## src/rtl/btt_pkg.sv

```systemverilog
// Shared definitions for the branch target table.
// Contents: clear-sequencer state enum, default parameter constants,
// and target/index helper typedefs sized to those defaults.
package btt_pkg;

  localparam int DEF_IDX_W    = 4;
  localparam int DEF_TGT_W    = 12;
  localparam int DEF_NUM_BASE = 4;

  typedef enum logic {
    IDLE  = 1'b0,
    CLEAR = 1'b1
  } state_t;

  typedef logic [DEF_TGT_W-1:0] tgt_t;
  typedef logic [DEF_IDX_W-1:0] idx_t;

endpackage

```

## src/rtl/branch_target_table_if.sv

```systemverilog
// Bus bundle for the branch target table.
// master: drives clear request, entry/base writes and lookups;
//         receives busy and the registered lookup response.
// slave : the table itself (opposite directions).
interface branch_target_table_if #(
  parameter int IDX_W  = 4,
  parameter int TGT_W  = 12,
  parameter int BSEL_W = 2
);
  logic              clr_req;
  logic              busy;
  logic              wr_en;
  logic [IDX_W-1:0]  wr_idx;
  logic [TGT_W-1:0]  wr_tgt;
  logic              base_wr_en;
  logic [BSEL_W-1:0] base_wr_sel;
  logic [TGT_W-1:0]  base_wr_val;
  logic              rd_req;
  logic [IDX_W-1:0]  rd_idx;
  logic [BSEL_W-1:0] rd_base_sel;
  logic              rd_valid;
  logic              rd_hit;
  logic [TGT_W-1:0]  target;

  modport master (
    output clr_req, wr_en, wr_idx, wr_tgt,
    output base_wr_en, base_wr_sel, base_wr_val,
    output rd_req, rd_idx, rd_base_sel,
    input  busy, rd_valid, rd_hit, target
  );

  modport slave (
    input  clr_req, wr_en, wr_idx, wr_tgt,
    input  base_wr_en, base_wr_sel, base_wr_val,
    input  rd_req, rd_idx, rd_base_sel,
    output busy, rd_valid, rd_hit, target
  );
endinterface

```

## src/rtl/btt_clear_seq.sv

```systemverilog
// Clear sweep sequencer for the branch target table.
// Ports:
//   clk, rst  - clock, asynchronous active-high reset
//   clr_req   - start a sweep (only honoured while idle)
//   busy      - registered, high for exactly 2**IDX_W cycles per sweep
//   clr_we    - invalidate strobe for entry clr_idx this cycle
//   clr_idx   - entry currently being invalidated
module btt_clear_seq
  import btt_pkg::*;
#(
  parameter int IDX_W = DEF_IDX_W
) (
  input  logic             clk,
  input  logic             rst,
  input  logic             clr_req,
  output logic             busy,
  output logic             clr_we,
  output logic [IDX_W-1:0] clr_idx
);

  localparam logic [IDX_W-1:0] LAST_IDX = {IDX_W{1'b1}};

  state_t           state_reg;
  logic [IDX_W-1:0] ptr_reg;
  logic             busy_reg;

  always_ff @(posedge clk or posedge rst) begin
    if (rst) begin
      state_reg <= IDLE;
      ptr_reg   <= '0;
      busy_reg  <= 1'b0;
    end else begin
      case (state_reg)
        IDLE: begin
          if (clr_req) begin
            state_reg <= CLEAR;
            ptr_reg   <= '0;
            busy_reg  <= 1'b1;
          end
        end
        CLEAR: begin
          // The last entry is cleared on the same cycle we head back to IDLE.
          if (ptr_reg == LAST_IDX) begin
            state_reg <= IDLE;
            ptr_reg   <= '0;
            busy_reg  <= 1'b0;
          end else begin
            ptr_reg <= ptr_reg + 1'b1;
          end
        end
        default: begin
          state_reg <= IDLE;
          ptr_reg   <= '0;
          busy_reg  <= 1'b0;
        end
      endcase
    end
  end

  assign busy    = busy_reg;
  assign clr_we  = (state_reg == CLEAR);
  assign clr_idx = ptr_reg;

endmodule

```

## src/rtl/branch_target_table.sv

```systemverilog
// Programmable branch target table for the fetch stage.
// Maps a short branch index to an absolute PC target: entry value plus a
// selectable per-segment base register, wrapping at 2**TGT_W.
// Ports:
//   clk, rst - clock, asynchronous active-high reset
//   bus      - slave side of branch_target_table_if:
//              clr_req/busy, entry write, base write, lookup request and
//              the registered response (rd_valid, rd_hit, target).
module branch_target_table
  import btt_pkg::*;
#(
  parameter int IDX_W    = DEF_IDX_W,
  parameter int TGT_W    = DEF_TGT_W,
  parameter int NUM_BASE = DEF_NUM_BASE
) (
  input  logic                  clk,
  input  logic                  rst,
  branch_target_table_if.slave  bus
);

  localparam int DEPTH  = 2 ** IDX_W;
  localparam int BSEL_W = $clog2(NUM_BASE);

  logic             busy;
  logic             clr_we;
  logic [IDX_W-1:0] clr_idx;

  btt_clear_seq #(
    .IDX_W (IDX_W)
  ) u_clear_seq (
    .clk     (clk),
    .rst     (rst),
    .clr_req (bus.clr_req),
    .busy    (busy),
    .clr_we  (clr_we),
    .clr_idx (clr_idx)
  );

  // Entry writes are only accepted outside a sweep.
  logic wr_ok;
  assign wr_ok = bus.wr_en & ~busy;

  // Entry payload: no reset, validity is tracked separately.
  logic [TGT_W-1:0] data_mem [DEPTH];

  always_ff @(posedge clk) begin
    if (wr_ok) begin
      data_mem[bus.wr_idx] <= bus.wr_tgt;
    end
  end

  logic [DEPTH-1:0]  valid_vec;
  logic [TGT_W-1:0]  base_vec [NUM_BASE];

  generate
    for (genvar gi = 0; gi < DEPTH; gi++) begin : g_valid
      logic v_reg;
      always_ff @(posedge clk or posedge rst) begin
        if (rst) begin
          v_reg <= 1'b0;
        end else if (clr_we && (clr_idx == IDX_W'(gi))) begin
          v_reg <= 1'b0;
        end else if (wr_ok && (bus.wr_idx == IDX_W'(gi))) begin
          v_reg <= 1'b1;
        end
      end
      assign valid_vec[gi] = v_reg;
    end

    for (genvar gi = 0; gi < NUM_BASE; gi++) begin : g_base
      logic [TGT_W-1:0] b_reg;
      always_ff @(posedge clk or posedge rst) begin
        if (rst) begin
          b_reg <= '0;
        end else if (bus.base_wr_en && (bus.base_wr_sel == BSEL_W'(gi))) begin
          b_reg <= bus.base_wr_val;
        end
      end
      assign base_vec[gi] = b_reg;
    end
  endgenerate

  // Lookup with same-cycle forwarding of entry and base writes.
  logic             ent_fwd;
  logic             ent_valid;
  logic [TGT_W-1:0] ent_data;
  logic [TGT_W-1:0] base_val;
  logic             hit_next;
  logic [TGT_W-1:0] tgt_next;

  always_comb begin
    ent_fwd   = wr_ok && (bus.wr_idx == bus.rd_idx);
    ent_valid = valid_vec[bus.rd_idx] | ent_fwd;
    ent_data  = ent_fwd ? bus.wr_tgt : data_mem[bus.rd_idx];
    if (bus.base_wr_en && (bus.base_wr_sel == bus.rd_base_sel)) begin
      base_val = bus.base_wr_val;
    end else begin
      base_val = base_vec[bus.rd_base_sel];
    end
    // Everything reads as a miss while sweeping; the add wraps naturally.
    hit_next = bus.rd_req & ~busy & ent_valid;
    tgt_next = hit_next ? (ent_data + base_val) : '0;
  end

  logic             rd_valid_reg;
  logic             rd_hit_reg;
  logic [TGT_W-1:0] target_reg;

  always_ff @(posedge clk or posedge rst) begin
    if (rst) begin
      rd_valid_reg <= 1'b0;
      rd_hit_reg   <= 1'b0;
      target_reg   <= '0;
    end else begin
      rd_valid_reg <= bus.rd_req;
      rd_hit_reg   <= hit_next;
      target_reg   <= tgt_next;
    end
  end

  assign bus.busy     = busy;
  assign bus.rd_valid = rd_valid_reg;
  assign bus.rd_hit   = rd_hit_reg;
  assign bus.target   = target_reg;

endmodule

```

## src/flat_wrapper.sv

```systemverilog
// flat-port wrapper written by rule: the top's interface ports become plain ports
module branch_target_table_flat import btt_pkg::*;
#(
  parameter int IDX_W    = DEF_IDX_W,
  parameter int TGT_W    = DEF_TGT_W,
  parameter int NUM_BASE = DEF_NUM_BASE
)
  (clk, rst, bus_clr_req, bus_wr_en, bus_wr_idx, bus_wr_tgt, bus_base_wr_en, bus_base_wr_sel, bus_base_wr_val, bus_rd_req, bus_rd_idx, bus_rd_base_sel, bus_busy, bus_rd_valid, bus_rd_hit, bus_target);
  branch_target_table_if #(.IDX_W(IDX_W), .TGT_W(TGT_W), .BSEL_W(2)) bus_i ();
  input  logic clk;
  input  logic rst;
  input wire logic [$bits(bus_i.clr_req)-1:0] bus_clr_req;
  input wire logic [$bits(bus_i.wr_en)-1:0] bus_wr_en;
  input wire logic [$bits(bus_i.wr_idx)-1:0] bus_wr_idx;
  input wire logic [$bits(bus_i.wr_tgt)-1:0] bus_wr_tgt;
  input wire logic [$bits(bus_i.base_wr_en)-1:0] bus_base_wr_en;
  input wire logic [$bits(bus_i.base_wr_sel)-1:0] bus_base_wr_sel;
  input wire logic [$bits(bus_i.base_wr_val)-1:0] bus_base_wr_val;
  input wire logic [$bits(bus_i.rd_req)-1:0] bus_rd_req;
  input wire logic [$bits(bus_i.rd_idx)-1:0] bus_rd_idx;
  input wire logic [$bits(bus_i.rd_base_sel)-1:0] bus_rd_base_sel;
  output wire logic [$bits(bus_i.busy)-1:0] bus_busy;
  output wire logic [$bits(bus_i.rd_valid)-1:0] bus_rd_valid;
  output wire logic [$bits(bus_i.rd_hit)-1:0] bus_rd_hit;
  output wire logic [$bits(bus_i.target)-1:0] bus_target;
  assign bus_i.clr_req = bus_clr_req;
  assign bus_i.wr_en = bus_wr_en;
  assign bus_i.wr_idx = bus_wr_idx;
  assign bus_i.wr_tgt = bus_wr_tgt;
  assign bus_i.base_wr_en = bus_base_wr_en;
  assign bus_i.base_wr_sel = bus_base_wr_sel;
  assign bus_i.base_wr_val = bus_base_wr_val;
  assign bus_i.rd_req = bus_rd_req;
  assign bus_i.rd_idx = bus_rd_idx;
  assign bus_i.rd_base_sel = bus_rd_base_sel;
  assign bus_busy = bus_i.busy;
  assign bus_rd_valid = bus_i.rd_valid;
  assign bus_rd_hit = bus_i.rd_hit;
  assign bus_target = bus_i.target;
  branch_target_table #(.IDX_W(IDX_W), .TGT_W(TGT_W), .NUM_BASE(NUM_BASE)) u_core (.clk(clk), .rst(rst), .bus(bus_i));
endmodule
```

## config.mk

```make
export PLATFORM = sky130hd
export DESIGN_NAME = branch_target_table_flat
export DESIGN_NICKNAME = d
export VERILOG_FILES = /design/src/rtl/btt_pkg.sv /design/src/rtl/branch_target_table_if.sv /design/src/rtl/btt_clear_seq.sv /design/src/rtl/branch_target_table.sv /design/src/flat_wrapper.sv
export SDC_FILE = /design/constraint.sdc
export NUM_CORES = 1
export LEC_CHECK = 0
export BUFFER_PORTS_ARGS = -buffer_cell sky130_fd_sc_hd__buf_2
export CORE_MARGIN = 3
export CORE_UTILIZATION = 40
export CTS_BUF_LIST = sky130_fd_sc_hd__clkbuf_8
export CTS_CLUSTER_DIAMETER = 150
export DETAILED_ROUTE_END_ITERATION = 10
export HOLD_SLACK_MARGIN = 0.1
export SETUP_SLACK_MARGIN = 0.1
export SYNTH_ARGS = -nofsm -noshare
export SYNTH_HDL_FRONTEND = slang
export SYNTH_SLANG_ARGS = --single-unit
```

## constraint.sdc

```tcl
create_clock -name clk -period 3.75 [get_ports clk]
set_input_delay 0.1875 -clock clk [delete_from_list [all_inputs] [get_ports clk]]
set_output_delay 0.1875 -clock clk [all_outputs]
set_load 0.02 [all_outputs]
```

# [Word-level counts from Yosys, hierarchy flattened]
# Memory sizes are Yosys's and may differ from the RTL's.
# Index checks and enable logic that the tools add are counted.
[classes] n_addsub=2 n_mul=0 div=0 order_cmp=2 eq_ne=37 shift=0 mux=51 n_bitwise=7 reduce_logical=58
[ops] operator="$eq 4x4->1 const B" n=16
[ops] operator="$mux 12" n=5
[ops] operator="$mux 1" n=39
[ops] operator="$logic_and 1x1->1" n=38
[ops] operator="$eq 4x3->1 const B" n=8
[ops] operator="$reduce_bool 2->1" n=16
[ops] operator="$bmux 12 s2" n=1
[ops] operator="$eq 4x2->1 const B" n=4
[ops] operator="$add 12x12->12" n=1
[ops] operator="$eq 4x1->1 const B" n=2
[ops] operator="$logic_not 4->1" n=2
[ops] operator="$mux 4" n=2
[ops] operator="$pmux 4 s2" n=1
[ops] operator="$lt 4x5->1 const B" n=1
[ops] operator="$add 4x1->4 const B" n=1
[ops] operator="$bmux 1 s4" n=1
[ops] operator="$eq 2x2->1 const B" n=2
[ops] operator="$eq 4x4->1" n=1
[ops] operator="$pmux 1 s2" n=2
[ops] operator="$and 1x1->1" n=3
[ops] operator="$ge 3x3->1 const B" n=1
[ops] operator="$not 2->3" n=1
[ops] operator="$eq 2x1->1 const B" n=1
[ops] operator="$eq 2x2->1" n=1
[ops] operator="6 further kinds" n=7
[totals] ff_bits=84 latch_bits=0 ram_bits=192 mem_bits_ro=0 in_bits=42 output_inout_bits=15 wordCells=184 mem_count=1
[mem_list] memory="u_core.data_mem" words=16 word_bits=12 rd=1 rd_clocked_by_memory_dff=0 write_ports=1 line_no="branch_target_table.sv:44" source="logic [TGT_W-1:0] data_mem [DEPTH];"

# [Logic depth before layout (Yosys ltp)]
[logic_depth] word_depth=7 mapped_depth=14 ltp_nobuf=12

# [Modules after synthesis]
# From an unflattened synthesis, not the netlist that was laid out.
[unflattened] cells_unflattened=632 hier_area_um2=11863.9
[by_module_without_submodules] mod="branch_target_table" instances=1 cells_per_inst=600 area_each_um2=11557.3 seq_area_each_um2=7717.4
[by_module_without_submodules] mod="btt_clear_seq" instances=1 cells_per_inst=32 area_each_um2=306.5 seq_area_each_um2=150.1

# [Least setup slack after synthesis]
# No wires, ideal clock.
[synth_path] path_type="input port to flip-flop" start="input port bus_rd_idx[0]" end="register u_core.target_reg[11] (netlist: u_core.bus.target[11])" setup_ns=0.128 arrival_ns=3.532 t_required_ns=3.622 slack_ns=0.090 cell_stages=13 path_buffers=3 cell_sequence="buf_6 > buf_12 > buf_8 > mux4_2 > mux4_2 > mux2_2 > ha_1 > a21oi_1 > o21ai_0 > a2111oi_0 > o41ai_1 > nor2b_1 > mux2_1"
[synth_via] elab_chain_cells=5 elab_cells_between_ends=10 classes_between="add/sub: 1; eq/ne: 1; mux: 4; bitwise: 2; reduce/logical: 1; memory: 1"
[synth_rtl] element="start: declaration" line_no="flat_wrapper.sv:20" source="input wire logic [$bits(bus_i.rd_idx)-1:0] bus_rd_idx;"
[synth_rtl] element="parallel branches: the longest is 4 deep, another holds $mem_v2 16x12"
[synth_rtl] element="$mux 12 *" line_no="branch_target_table.sv:102" source="tgt_next = hit_next ? (ent_data + base_val) : '0;"
[synth_rtl] element="named net u_core.tgt_next[11]" line_no="branch_target_table.sv:89" source="logic [TGT_W-1:0] tgt_next;"
[synth_rtl] element="end signal: assignment" line_no="branch_target_table.sv:117" source="target_reg <= tgt_next;"
[synth_rtl] element="end: declaration" line_no="branch_target_table.sv:107" source="logic [TGT_W-1:0] target_reg;"
# Mark *: on every way through the listed nets, which the timed path passes. The select of a mux whose other input is x is not followed.
# A chain may end at the register's enable or synchronous reset.

# [Worst setup path after layout]
[layout_path] start="memory u_core.data_mem[11][0]" end="register u_core.target_reg[10] (netlist: u_core.bus.target[10])"
[layout_via] elab_chain_cells=4
[layout_rtl] element="start: declaration" line_no="branch_target_table.sv:44"
[layout_rtl] element="$mem_v2 16x12"
[layout_rtl] element="$mux 12" line_no="branch_target_table.sv:94" source="ent_data = ent_fwd ? bus.wr_tgt : data_mem[bus.rd_idx];"
[layout_rtl] element="$add 12x12->12" line_no="branch_target_table.sv:102"
[layout_rtl] element="$mux 12" line_no="branch_target_table.sv:102"
[layout_rtl] element="named net u_core.tgt_next[10]" line_no="branch_target_table.sv:89"
# The timed path passes the listed nets, and every way through them passes these cells.

==> impl_table.tex <==
\begin{tabular}{lr}
\hline
Metric & Value \\
\hline
\multicolumn{2}{l}{\textbf{Run status}} \\
\quad Status & complete, no violations \\
\multicolumn{2}{l}{\textbf{Clocking}} \\
\quad Buffers inserted by post-CTS timing repair & 0 \\
\quad Clock-pin slew on the worst setup and hold paths & roughly 0.06 ns \\
\quad Clk sink count & approximately 280 \\
\quad Clock Path Buffers & 3 \\
\quad TritonCTS clock tree & done \\
\quad Clock Latency Late Sink & about 0.57 ns \\
\quad Clock tree root buffer cell & sky130\_fd\_sc\_hd\_\_clkbuf\_8 \\
\quad CTS Buf Count & between 40 and 50 \\
\quad CTS H-Tree Depth & 2 \\
\multicolumn{2}{l}{\textbf{Critical path}} \\
\quad Nature of the critical path startpoint & flip-flop \\
\quad CP max-delay cell & sky130\_fd\_sc\_hd\_\_mux4\_2 \\
\quad Endpoint type of the worst setup path & flip-flop \\
\quad Number of cells on the worst reg-to-reg path & 11 \\
\quad Slowest stage delay, CP & just under 0.5 ns \\
\quad Worst setup slack for register-to-register paths & around 0.26 ns \\
\quad Crit path cell chain & mux4\_2 > mux4\_2 > mux2\_2 > ha\_1 > fa\_1 > a21o\_1 > a21oi\_2 > o21ai\_1 > a211oi\_2 > or4\_1 > a31oi\_1 \\
\quad Max FO, Critical Path & 3 \\
\quad Worst setup path class & reg2reg \\
\quad Beginning of the worst register-to-register path & u\_core.data\_mem[11][0]\$\_DFFE\_PP\_ \\
\quad Data required time at the worst endpoint & around 4.2 ns \\
\quad WP data arrival & about 3.9 ns \\
\quad Capturing point of the worst reg2reg path & u\_core.bus.target[10]\$\_DFF\_PP0\_ \\
\quad Library cell appearing most often on the critical path & sky130\_fd\_sc\_hd\_\_mux4\_2 \\
\multicolumn{2}{l}{\textbf{Synth}} \\
\quad Synthesis Warnings & 0 \\
\quad Top post-synthesis cells by area & sky130\_fd\_sc\_hd\_\_edfxtp\_1 (49\%), sky130\_fd\_sc\_hd\_\_dfrtp\_1 (18\%), sky130\_fd\_sc\_hd\_\_mux4\_2 (9.9\%), sky130\_fd\_sc\_hd\_\_mux2\_2 (5.9\%), sky130\_fd\_sc\_hd\_\_mux4\_1 (5.1\%) \\
\quad Post-synth net total & between 600 and 700 \\
\quad Synth Instances & roughly 630 \\
\quad Number of enable-type register cells in the synthesized netlist & 192 \\
\quad Total of flip-flops plus latches after synthesis & 276 \\
\quad Number of distinct library cell variants in the gate-level netlist after synthesis & 53 \\
\quad Prevailing post-synth register cell & sky130\_fd\_sc\_hd\_\_edfxtp\_1 \\
\quad Average cell area after synthesis & 18.8 um2 \\
\quad Proportion of synthesized chip area in sequential cells & $\sim$66\% \\
\quad Biggest area consumer among synthesized cells & sky130\_fd\_sc\_hd\_\_edfxtp\_1 \\
\quad Syn Std Cell Area & 11900 um2 \\
\quad Post-synth top area share & about half \\
\quad Synth async-reset ratio & roughly 30\% \\
\multicolumn{2}{l}{\textbf{Route}} \\
\quad Routed length per placed instance & around 21 um \\
\quad Post-detailed-route via-to-cell ratio & 5.26 \\
\quad Vias post-DR & about 6.3k \\
\quad Final wirelength & around 26 mm \\
\quad Initial DRC Count & $\sim$400 \\
\quad Residual DRC count & 0 \\
\quad Number of iterations in the first detailed-routing pass & 5 \\
\quad Post-DRT Antenna Nets & 0 \\
\multicolumn{2}{l}{\textbf{Layout}} \\
\quad Number of inserted diodes & 0 \\
\quad Area grow syn2layout & 17.7\% \\
\quad Number of fill cells in the layout & between 2k and 2.5k \\
\quad End-of-flow core utilization & roughly 48\% \\
\quad Fraction of layout instances using a drive strength above 1 & 35.3\% \\
\quad Flip-flop count of the largest register after layout & between 150 and 200 \\
\quad Final nets & roughly 840 \\
\quad Final standard cell count with taps included and fillers excluded & $\sim$1.2k \\
\quad Post-route design area & between 10000 and 15000 um2 \\
\quad Commonest non-fill, non-tap cell in the layout & sky130\_fd\_sc\_hd\_\_edfxtp\_1 \\
\quad Top library cells by usage in the layout, fill and taps aside & sky130\_fd\_sc\_hd\_\_edfxtp\_1 (192), sky130\_fd\_sc\_hd\_\_dfrtp\_1 (84), sky130\_fd\_sc\_hd\_\_mux2\_2 (62), sky130\_fd\_sc\_hd\_\_buf\_2 (56), sky130\_fd\_sc\_hd\_\_mux4\_2 (52) \\
\multicolumn{2}{l}{\textbf{Timing}} \\
\quad Number of setup violations in the final report & 0 \\
\quad Max-slew headroom at the worst pin & 20.8\% \\
\quad Post-Route Setup TNS & 0 ns \\
\quad Max Clk Rate & $\sim$290 MHz \\
\quad Max-slew violation count & 0 \\
\quad Final worst-path setup slack & $\sim$0.26 ns \\
\quad Final critical-path share of the clock period & 92.9\% \\
\quad Post-Route Skew & roughly 0.030 ns \\
\quad Slew @ Worst Pin & around 1.2 ns \\
\quad RSZ-0062 raised after global routing & true \\
\quad Count of final hold-check violations & 0 \\
\quad Final-layout worst hold slack & roughly 0.16 ns \\
\quad Post-route minimum period & between 3 and 4 ns \\
\multicolumn{2}{l}{\textbf{Die}} \\
\quad Initial cell density of the core & around two fifths \\
\quad X dimension of the die & approximately 180 um \\
\quad Die span in y & between 150 and 200 um \\
\quad Boundary pin count & 57 \\
\quad \# rows & a little over 60 \\
\quad Die ar. & 31800 um2 \\
\quad Placeable core region & slightly below 30000 um2 \\
\multicolumn{2}{l}{\textbf{Global routing}} \\
\quad Number of global-route vias before repair & a little under 7k \\
\quad GR Overflow Total & 0 \\
\quad First-pass GRT wire length & approximately 40 mm \\
\quad Number of antenna violations at the first check in global routing & 0 \\
\quad Pin count of the biggest net entering global routing & 63 \\
\quad Combined global-route utilization of all metal layers & about 17\% \\
\multicolumn{2}{l}{\textbf{Placement}} \\
\quad Standard cell area after detailed placement & roughly 13000 um2 \\
\quad I/O Buffers & 56 \\
\quad Placed Cells incl. Taps & around 1.1k \\
\quad Pre-CTS setup slack & -0.00418 ns \\
\quad GP Congestion & 0.829 \\
\quad HPWL after detailed placement & 17.4 mm \\
\multicolumn{2}{l}{\textbf{Hold path}} \\
\quad Hold path cells & 2 \\
\quad Hold Crit Start & bus\_wr\_idx[1] \\
\quad End point of the most critical hold path & u\_core.data\_mem[12][5]\$\_DFFE\_PP\_ \\
\quad Hold WC Path Type & in2reg \\
\multicolumn{2}{l}{\textbf{Power and ir drop}} \\
\quad Highest ir drop seen on vdd & between 200 and 250 uV \\
\quad Total leakage power & 5.32 nW \\
\quad PwrDens & between 500 and 600 nW/um2 \\
\quad Overall power consumption & $\sim$7.3 mW \\
\multicolumn{2}{l}{\textbf{Run}} \\
\quad \# Max-Cap Violations & 0 \\
\hline
\end{tabular}
[power by group]
group	total, mW	switching, mW	leakage [nW]	internal (mW)
clock network	2.35	1.15	0.486	1.20
logic	1.27	0.625	2.06	0.649
registers	3.67	0.156	2.77	3.52
total	7.30	1.93	5.32	5.37
[layer usage]
metal / GRT usage, % / up-vias / routed length (um)
li1: - / 2864 / -
met1: 21.1 / 3287 / 10700
met2: 29.2 / 148 / 13200
met3: 2.92 / 32 / 1320
met4: 4.74 / 0 / 415
met5: 0 / - / 0
[how the worst max path moves through the flow]
| stage | endpoint | startpoint | slack [ns] |
|---|---|---|---|
| 2_1_floorplan | u_core.bus.target[10]$_DFF_PP0_ | bus_rd_idx[0] | 0.14 |
| 3_3_place_gp | u_core.bus.target[11]$_DFF_PP0_ | bus_rd_idx[0] | 0.05 |
| 3_5_place_dp | u_core.bus.target[11]$_DFF_PP0_ | bus_rd_idx[0] | -0.004 |
| 4_1_cts | u_core.bus.target[8]$_DFF_PP0_ | u_core.data_mem[11][0]$_DFFE_PP_ | 0.16 |
| 5_1_grt | u_core.bus.target[8]$_DFF_PP0_ | u_core.data_mem[15][0]$_DFFE_PP_ | 0.11 |
| 6_report | u_core.bus.target[10]$_DFF_PP0_ | u_core.data_mem[11][0]$_DFFE_PP_ | 0.26 |
[synth_stat cells (5+ instances only)]
| cell type | count |
|---|---|
| sky130_fd_sc_hd__a21oi_1 | 10 |
| sky130_fd_sc_hd__buf_1 | 5 |
| sky130_fd_sc_hd__buf_2 | 9 |
| sky130_fd_sc_hd__clkbuf_1 | 6 |
| sky130_fd_sc_hd__dfrtp_1 | 84 |
| sky130_fd_sc_hd__edfxtp_1 | 192 |
| sky130_fd_sc_hd__ha_1 | 15 |
| sky130_fd_sc_hd__inv_1 | 9 |
| sky130_fd_sc_hd__mux2_2 | 62 |
| sky130_fd_sc_hd__mux2_4 | 8 |
| sky130_fd_sc_hd__mux2i_1 | 7 |
| sky130_fd_sc_hd__mux4_1 | 23 |
| sky130_fd_sc_hd__mux4_2 | 52 |
| sky130_fd_sc_hd__nand2_1 | 15 |
| sky130_fd_sc_hd__nand2b_1 | 8 |
| sky130_fd_sc_hd__nand3_1 | 6 |
| sky130_fd_sc_hd__nor2_1 | 32 |
| sky130_fd_sc_hd__nor3_1 | 9 |
| sky130_fd_sc_hd__o21ai_0 | 9 |
| sky130_fd_sc_hd__o22a_1 | 12 |
| sky130_fd_sc_hd__xnor2_1 | 7 |
[critical path: cells and delay by family (launching register included)]
family	cells	cell delay, ns
mux	3	1.24
simple gates	1	0.16
compound gates	5	0.84
flops	1	0.37
fa+ha+maj	2	0.72
[timing repair]
item                                   4_1_cts  5_1_grt
setup endpoints to repair                    0        3
hold buffers                                29        0
endpoints found under the hold margin      310        0
resized for setup                            0        5
[final cells by class]
type | instances | area (um2) | share of cell area (%)
clock inverters | 38 | 195 | 1.40
well taps | 384 | 480 | 3.44
clock buffers | 45 | 619 | 4.43
inverters | 9 | 35.0 | 0.251
flip-flops and latches | 276 | 7870 | 56.3
repair buffers | 132 | 973 | 6.96
multi-input cells | 319 | 3810 | 27.2
[cells by family after synthesis]
kind of cell,share of synthesized area [%]
compound gates,3.06
mux,22.5
fa+ha+maj,1.75
buf+inv,2.08
flops,66.2
xor+xnor,0.811
simple gates,3.54
(Power assumes the default switching activity.)
